--- config.mk ---
export PLATFORM = sky130hd
export DESIGN_NAME = btn_press_counter
export DESIGN_NICKNAME = d
export VERILOG_FILES = /design/src/rtl/btn_press_counter_pkg.sv /design/src/rtl/bcd_digit.sv /design/src/rtl/btn_press_counter.sv
export SDC_FILE = /design/constraint.sdc
export NUM_CORES = 1
export LEC_CHECK = 0
export ABC_CLOCK_PERIOD_IN_PS = 2200
export BUFFER_PORTS_ARGS = -buffer_cell sky130_fd_sc_hd__buf_2
export CAP_MARGIN = 40
export CORE_MARGIN = 5
export CORE_UTILIZATION = 24
export CTS_BUF_LIST = sky130_fd_sc_hd__clkbuf_8
export DETAILED_ROUTE_END_ITERATION = 8
export PLACE_DENSITY_LB_ADDON = 0.12
export RECOVER_POWER = 50
export SLEW_MARGIN = 20
export SYNTH_ARGS = -nofsm -noshare
export SYNTH_HDL_FRONTEND = slang
export SYNTH_SLANG_ARGS = --single-unit
--- constraint.sdc ---
create_clock -name clk -period 2.2 [get_ports clk]
set_input_delay 0.22 -clock clk [delete_from_list [all_inputs] [get_ports clk]]
set_output_delay 0.22 -clock clk [all_outputs]
set_load 0.01 [all_outputs]
--- src/rtl/btn_press_counter_pkg.sv ---
// Shared BCD constants and digit type for the button press counter.
package btn_press_counter_pkg;

   localparam int BCD_W = 4;
   localparam logic [BCD_W-1:0] BCD_MAX = 4'd9;
   localparam logic [BCD_W-1:0] BCD_MIN = 4'd0;

   typedef logic [BCD_W-1:0] bcd_digit_t;

endpackage

--- src/rtl/bcd_digit.sv ---
// Combinational single-digit BCD step: +1 with carry out, -1 with borrow out.
module bcd_digit
   import btn_press_counter_pkg::*;
(
   input  logic [BCD_W-1:0] digit,
   input  logic             inc,
   input  logic             dec,
   input  logic             carry_in,
   input  logic             borrow_in,
   output logic [BCD_W-1:0] next,
   output logic             carry_out,
   output logic             borrow_out
);

   bcd_digit_t up_val;
   bcd_digit_t down_val;
   logic       at_max;
   logic       at_min;

   always_comb begin
      at_max     = (digit == BCD_MAX);
      at_min     = (digit == BCD_MIN);
      up_val     = at_max ? BCD_MIN : digit + 4'd1;
      down_val   = at_min ? BCD_MAX : digit - 4'd1;
      carry_out  = inc & carry_in & at_max;
      borrow_out = dec & borrow_in & at_min;
      next       = digit;
      // A digit only moves when every lower digit rolled over.
      if (inc && carry_in) begin
         next = up_val;
      end else if (dec && borrow_in) begin
         next = down_val;
      end
   end

endmodule

--- src/rtl/btn_press_counter.sv ---
// Multi-digit BCD up/down press counter with wrap/saturate limits.
// Optional sticky overflow LED enabled by defining BTN_PRESS_OVF_STICKY_EN.
module btn_press_counter
   import btn_press_counter_pkg::*;
#(
   parameter int NUM_DIGITS = 2,
   parameter bit WRAP       = 1'b1
) (
   input  logic                        clk,
   input  logic                        rst,
   input  logic                        inc_pulse,
   input  logic                        dec_pulse,
   input  logic                        clr,
   output logic [BCD_W*NUM_DIGITS-1:0] bcd_out,
   output logic                        limit_pulse,
   output logic                        ovf_led
);

   logic [BCD_W*NUM_DIGITS-1:0] next_count;
   logic [NUM_DIGITS:0]         carry;
   logic [NUM_DIGITS:0]         borrow;
   logic                        inc_only;
   logic                        dec_only;
   logic                        limit_hit;

   assign inc_only  = inc_pulse & ~dec_pulse;
   assign dec_only  = dec_pulse & ~inc_pulse;
   assign carry[0]  = 1'b1;
   assign borrow[0] = 1'b1;

   for (genvar k = 0; k < NUM_DIGITS; k++) begin : g_digit
      bcd_digit u_digit (
         .digit     (bcd_out[BCD_W*k +: BCD_W]),
         .inc       (inc_only),
         .dec       (dec_only),
         .carry_in  (carry[k]),
         .borrow_in (borrow[k]),
         .next      (next_count[BCD_W*k +: BCD_W]),
         .carry_out (carry[k+1]),
         .borrow_out(borrow[k+1])
      );
   end

   // Carry/borrow out of the top digit means the count was at all-9s / all-0s.
   assign limit_hit = carry[NUM_DIGITS] | borrow[NUM_DIGITS];

   always_ff @(posedge clk or negedge rst) begin
      if (!rst) begin
         bcd_out     <= '0;
         limit_pulse <= 1'b0;
      end else if (clr) begin
         bcd_out     <= '0;
         limit_pulse <= 1'b0;
      end else begin
         limit_pulse <= limit_hit;
         // The ripple chain already yields the wrapped value; saturation just holds.
         if (!limit_hit || WRAP) begin
            bcd_out <= next_count;
         end
      end
   end

`ifdef BTN_PRESS_OVF_STICKY_EN
   always_ff @(posedge clk or negedge rst) begin
      if (!rst) begin
         ovf_led <= 1'b0;
      end else if (clr) begin
         ovf_led <= 1'b0;
      end else if (limit_hit) begin
         ovf_led <= 1'b1;
      end
   end
`else
   assign ovf_led = 1'b0;
`endif

endmodule
; ---- After elaboration in Yosys (flattened, before gate mapping)
; Index checks and enable logic that the tools add are counted.
; Widths: inputs -> output; s select.
[op_classes]
addsub = 4
eq_ne = 2
mux = 10
bitwise = 11
reduce_logical = 6
[ops]
columns = cell, n
row1 = $mux 4, 8
row2 = $add 4x1->4 const B, 2
row3 = $and 1x1->1, 8
row4 = $eq 4x4->1 const B, 2
row5 = $logic_not 4->1, 2
row6 = $mux 8, 1
row7 = $sub 4x1->4 const B, 2
row8 = $reduce_bool 3->1, 2
row9 = $logic_and 1x1->1, 2
row10 = $not 1->1, 2
row11 = $mux 1, 1
row12 = $or 1x1->1, 1
[word_totals]
regBits = 9
out_inout_bits = 10
wordCells = 36

; ---- Logic depth before layout (Yosys ltp)
[depth]
depth_word = 7
mapped_depth = 8

; ---- By module
; A second synthesis with hierarchy kept.
[unflattened]
cells_unflattened = 81
hier_area_um2 = 785.8
[modules_own_cells]
columns = mod, instances, cells_per_inst, area_each_um2, seq_area_each_um2
row1 = bcd_digit, 2, 29, 226.5, 0.0
row2 = btn_press_counter, 1, 23, 332.8, 225.2

; ---- Worst setup path before layout
; Ideal clock, no wire load.
[synth_timing]
path_type = flip-flop to flip-flop
start = reg bcd_out[0]
end = reg bcd_out[3]
setup_time_ns = 0.131
arrival_time_ns = 1.591
required_time_ns = 2.069
path_slack_ns = 0.478
path_stages_with_launch = 8
path_buffers = 0
path_cell_list = dfrtp_1 inv_1 ha_1 inv_1 a21oi_1 o311a_2 a311oi_1 a211oi_1
[synth_via]
elab_chain_len = 5
word_cells_on_any_way = 9
[synth_rtl]
columns = element, line_no
row1 = start: declaration, btn_press_counter.sv:14  ; output logic [BCD_W*NUM_DIGITS-1:0] bcd_out,
row2 = start signal: assignment, btn_press_counter.sv:58  ; bcd_out <= next_count;
row3 = $sub 4x1->4 or $logic_not 4->1 (tied branches), "bcd_digit.sv:24, bcd_digit.sv:22"
row4 = $mux 4, bcd_digit.sv:24  ; down_val = at_min ? BCD_MAX : digit - 4'd1;
row5 = $mux 4, bcd_digit.sv:31  ; end else if (dec && borrow_in) begin
row6 = $mux 4 (*), bcd_digit.sv:29  ; if (inc && carry_in) begin
row7 = $mux 8 (*), btn_press_counter.sv:51  ; end else if (clr) begin
; Mark *: on every way between the ends. The rest lies on a longest branch, timed or not. The select of a mux whose other input is x is not followed.
; A chain may end at the register's enable or synchronous reset.

; ---- Final worst setup path
; Same ends and word-level chain as after synthesis.

==> results.toml <==
[critical_path]
worstPathCellList = "inv_1 -> ha_1 -> inv_1 -> a21oi_1 -> o311a_2 -> a311oi_1 -> a211oi_1"
crit_arrival_ns = 1.99
reg2reg_setup_slack_ns = 0.31
cp-start-kind = "flip-flop"
cp_data_required_time_ns = 2.30
crit_buf_inv = 2
cpMaxStageDelayCell = "dfrtp_1"
r2r_end = "bcd_out[3]$_DFFE_PN0P_"
cp_top_family = "compound AO/OA/AOI/OAI gates"
cp_max_fo = 8
reg2reg_depth = 7
worstSetupPathType = "flip-flop to flip-flop"
r2r_start = "bcd_out[0]$_DFFE_PN0P_"
end_kind = "flip-flop"
slowest_delay_ns = 0.47
path_common_cell = "inv_1"

[yosys]
yosys_warnings = 0
synth_largest_area_cell = "dfrtp_1"
synth_area_um2 = 873
synth_top_area_share_pct = 25.8
synth_edf_count = 0
ys_types = 42
synth_area_per_cell_um2 = 8.48
synthTopCellsByArea = "dfrtp_1, ha_1, a21oi_1"
synthCells = 103
ys.flop_type = "dfrtp_1"
ys_seq_area_share_pct = 25.8
synth_async_sr_flop_share_pct = 100
mappedNetlistNets = 115
synth_seq_cells = 9

[routing]
drc = 0
final_antenna_net_count = 0
wl_met2_mm = 1.07
initialDrtViolationCount = 60
wl_per_cell_um = 12.8
top_layer = "met4"
met3_length_um = 61
wirelength_mm = 2.08
detail_route.vias_per_cell = 4.85
wl_met1_um = 930
drt-pass1-iter-count = 4
vias = 791

[grt]
grt_pass1_wl_mm = 3.69
grt-ovfl-total = 0
grt_start_max_net_pins = 14
grtUsageTotal_pct = 9.16
antenna_found_initial = 0
grt_pass1_vias = 789

[cells_and_area]
stdcell_count = 163
layout_common_cells = "nor2_1, nand2_1, a21oi_1, dfrtp_1, buf_2"
multi_input_area_um2 = 571
drive_gt1_share_pct = 20.9
regArea_um2 = 225
area.growth.synth_to_final_pct = 14.5
antenna_cells = 0
nets = 128
nFillCells = 399

[timing]
relSlewSlack_pct = 64.0
fmax_ghz = 0.530
hold_slack_ns = 0.295
finalSetupTns_ns = 0
fin_skew_ns = 0.000323
report.final.slew_viol_count = 0
rsz0062_at_grt = "false"
hold_viol = 0
post-route-period-util_pct = 85.7
worstMarginPinSlew_ns = 0.540
finalCriticalPeriod_ns = 1.89
final-setup-viol-count = 0

[cts]
cts.clk_slew.worst_paths_ns = 0.05
clock_latency_ns = 0.23
cts.repair.resized = 0
cts_setup_buffers = 0
h-tree-depth = 1
cts.sinks = 9
cts_buffers = 3
cts_tree = "built"
ctsRootBufferMaster = "clkbuf_8"
cts.path.max_buffers = 2
cts_hold_buf = 1

[floorplanning]
start_util_pct = 24.2
ios = 15
coreArea_um2 = 3610
fp.dieArea_um2 = 4950
die_x_um = 70.3
rows = 22
die_h_um = 70.3

[place]
port_buffers = 13
place_inst = 158
gp_congestion = 0.781
hpwl_mm = 1.60

[pwr]
ir_drop_mv = 0.204
leakage_nw = 0.441
powerDensity_nw_per_um2 = 577

[hold_path]
hp-class = "primary input to flip-flop"
min_to = "bcd_out[0]$_DFFE_PN0P_"
min_path_cells = 2
hold_start = "clr"

[run_status]
outcome = "completed"

[job]
drv_cap = 0
[registers in the layout, summed over array words and instances, names as in the netlist]
| register | count |
|---|---|
| bcd_out | 8 |
| limit_pulse | 1 |
[worst max-delay path by stage]
stage,startpoint,to,slack (ns),cells after the start
final,bcd_out[0]$_DFFE_PN0P_,bcd_out[3]$_DFFE_PN0P_,0.31,7
after global routing,bcd_out[0]$_DFFE_PN0P_,bcd_out[3]$_DFFE_PN0P_,0.16,7
after CTS,bcd_out[0]$_DFFE_PN0P_,bcd_out[3]$_DFFE_PN0P_,0.32,7
after detailed placement,bcd_out[0]$_DFFE_PN0P_,bcd_out[3]$_DFFE_PN0P_,0.33,7
after global placement,bcd_out[0]$_DFFE_PN0P_,bcd_out[6]$_DFFE_PN0P_,0.38,7
after floorplan,bcd_out[0]$_DFFE_PN0P_,bcd_out[3]$_DFFE_PN0P_,0.48,7
[synth_stat cells (3+ instances only)]
| master | instances |
|---|---|
| inv_1 | 6 |
| a21oi_1 | 9 |
| nor2_1 | 10 |
| dfrtp_1 | 9 |
| o21ai_0 | 5 |
| ha_1 | 7 |
| nand3_1 | 3 |
| nand2_1 | 10 |
| nor3_1 | 4 |
| buf_4 | 3 |
[stage by stage]
step	total power [W]	worst slack [ns]	utilization [%]	area [um^2]
final	0.000577	0.314	27.7	1000
after floorplan	0.000350	0.478	-	873
after global placement	0.000396	0.385	26.4	951
after detailed placement	0.000395	0.330	26.4	951
after global routing	0.000621	0.160	27.7	1000
after CTS	0.000589	0.322	27.9	1010
[metal layers]
metal,global-route usage [%],vias to the layer above
met5,0,-
met3,2.45,2
met2,15.3,9
li1,-,390
met1,11.1,390
met4,3.62,0
[power breakdown]
group / internal (W) / switching, W / total, W / leakage [nW]
Combinational: 0.0000796 / 0.0000941 / 0.000174 / 0.293
Sequential: 0.000180 / 0.0000351 / 0.000215 / 0.121
Clock: 0.000122 / 0.0000665 / 0.000188 / 0.0269
[cells by family after synthesis]
logic type               count (synthesis)  share of synthesized area (%)
adder cells (fa/ha/maj)                  7                           10.0
flip-flops                               9                           25.8
multiplexers                             1                           1.15
AO/OA/AOI/OAI                           31                           24.8
other                                    1                          0.429
AND/OR/NAND/NOR                         41                           28.9
buffers and inverters                   13                           8.88
[layout make-up]
type | count | share of cell area (%)
Tap cell | 48 | 6.01
Sequential cell | 9 | 22.5
Clock inverter | 1 | 0.375
Clock buffer | 3 | 4.13
Timing Repair Buffer | 15 | 7.63
Multi-Input combinational cell | 81 | 57.1
Inverter | 6 | 2.25
Power figures use the tool's default switching activity.
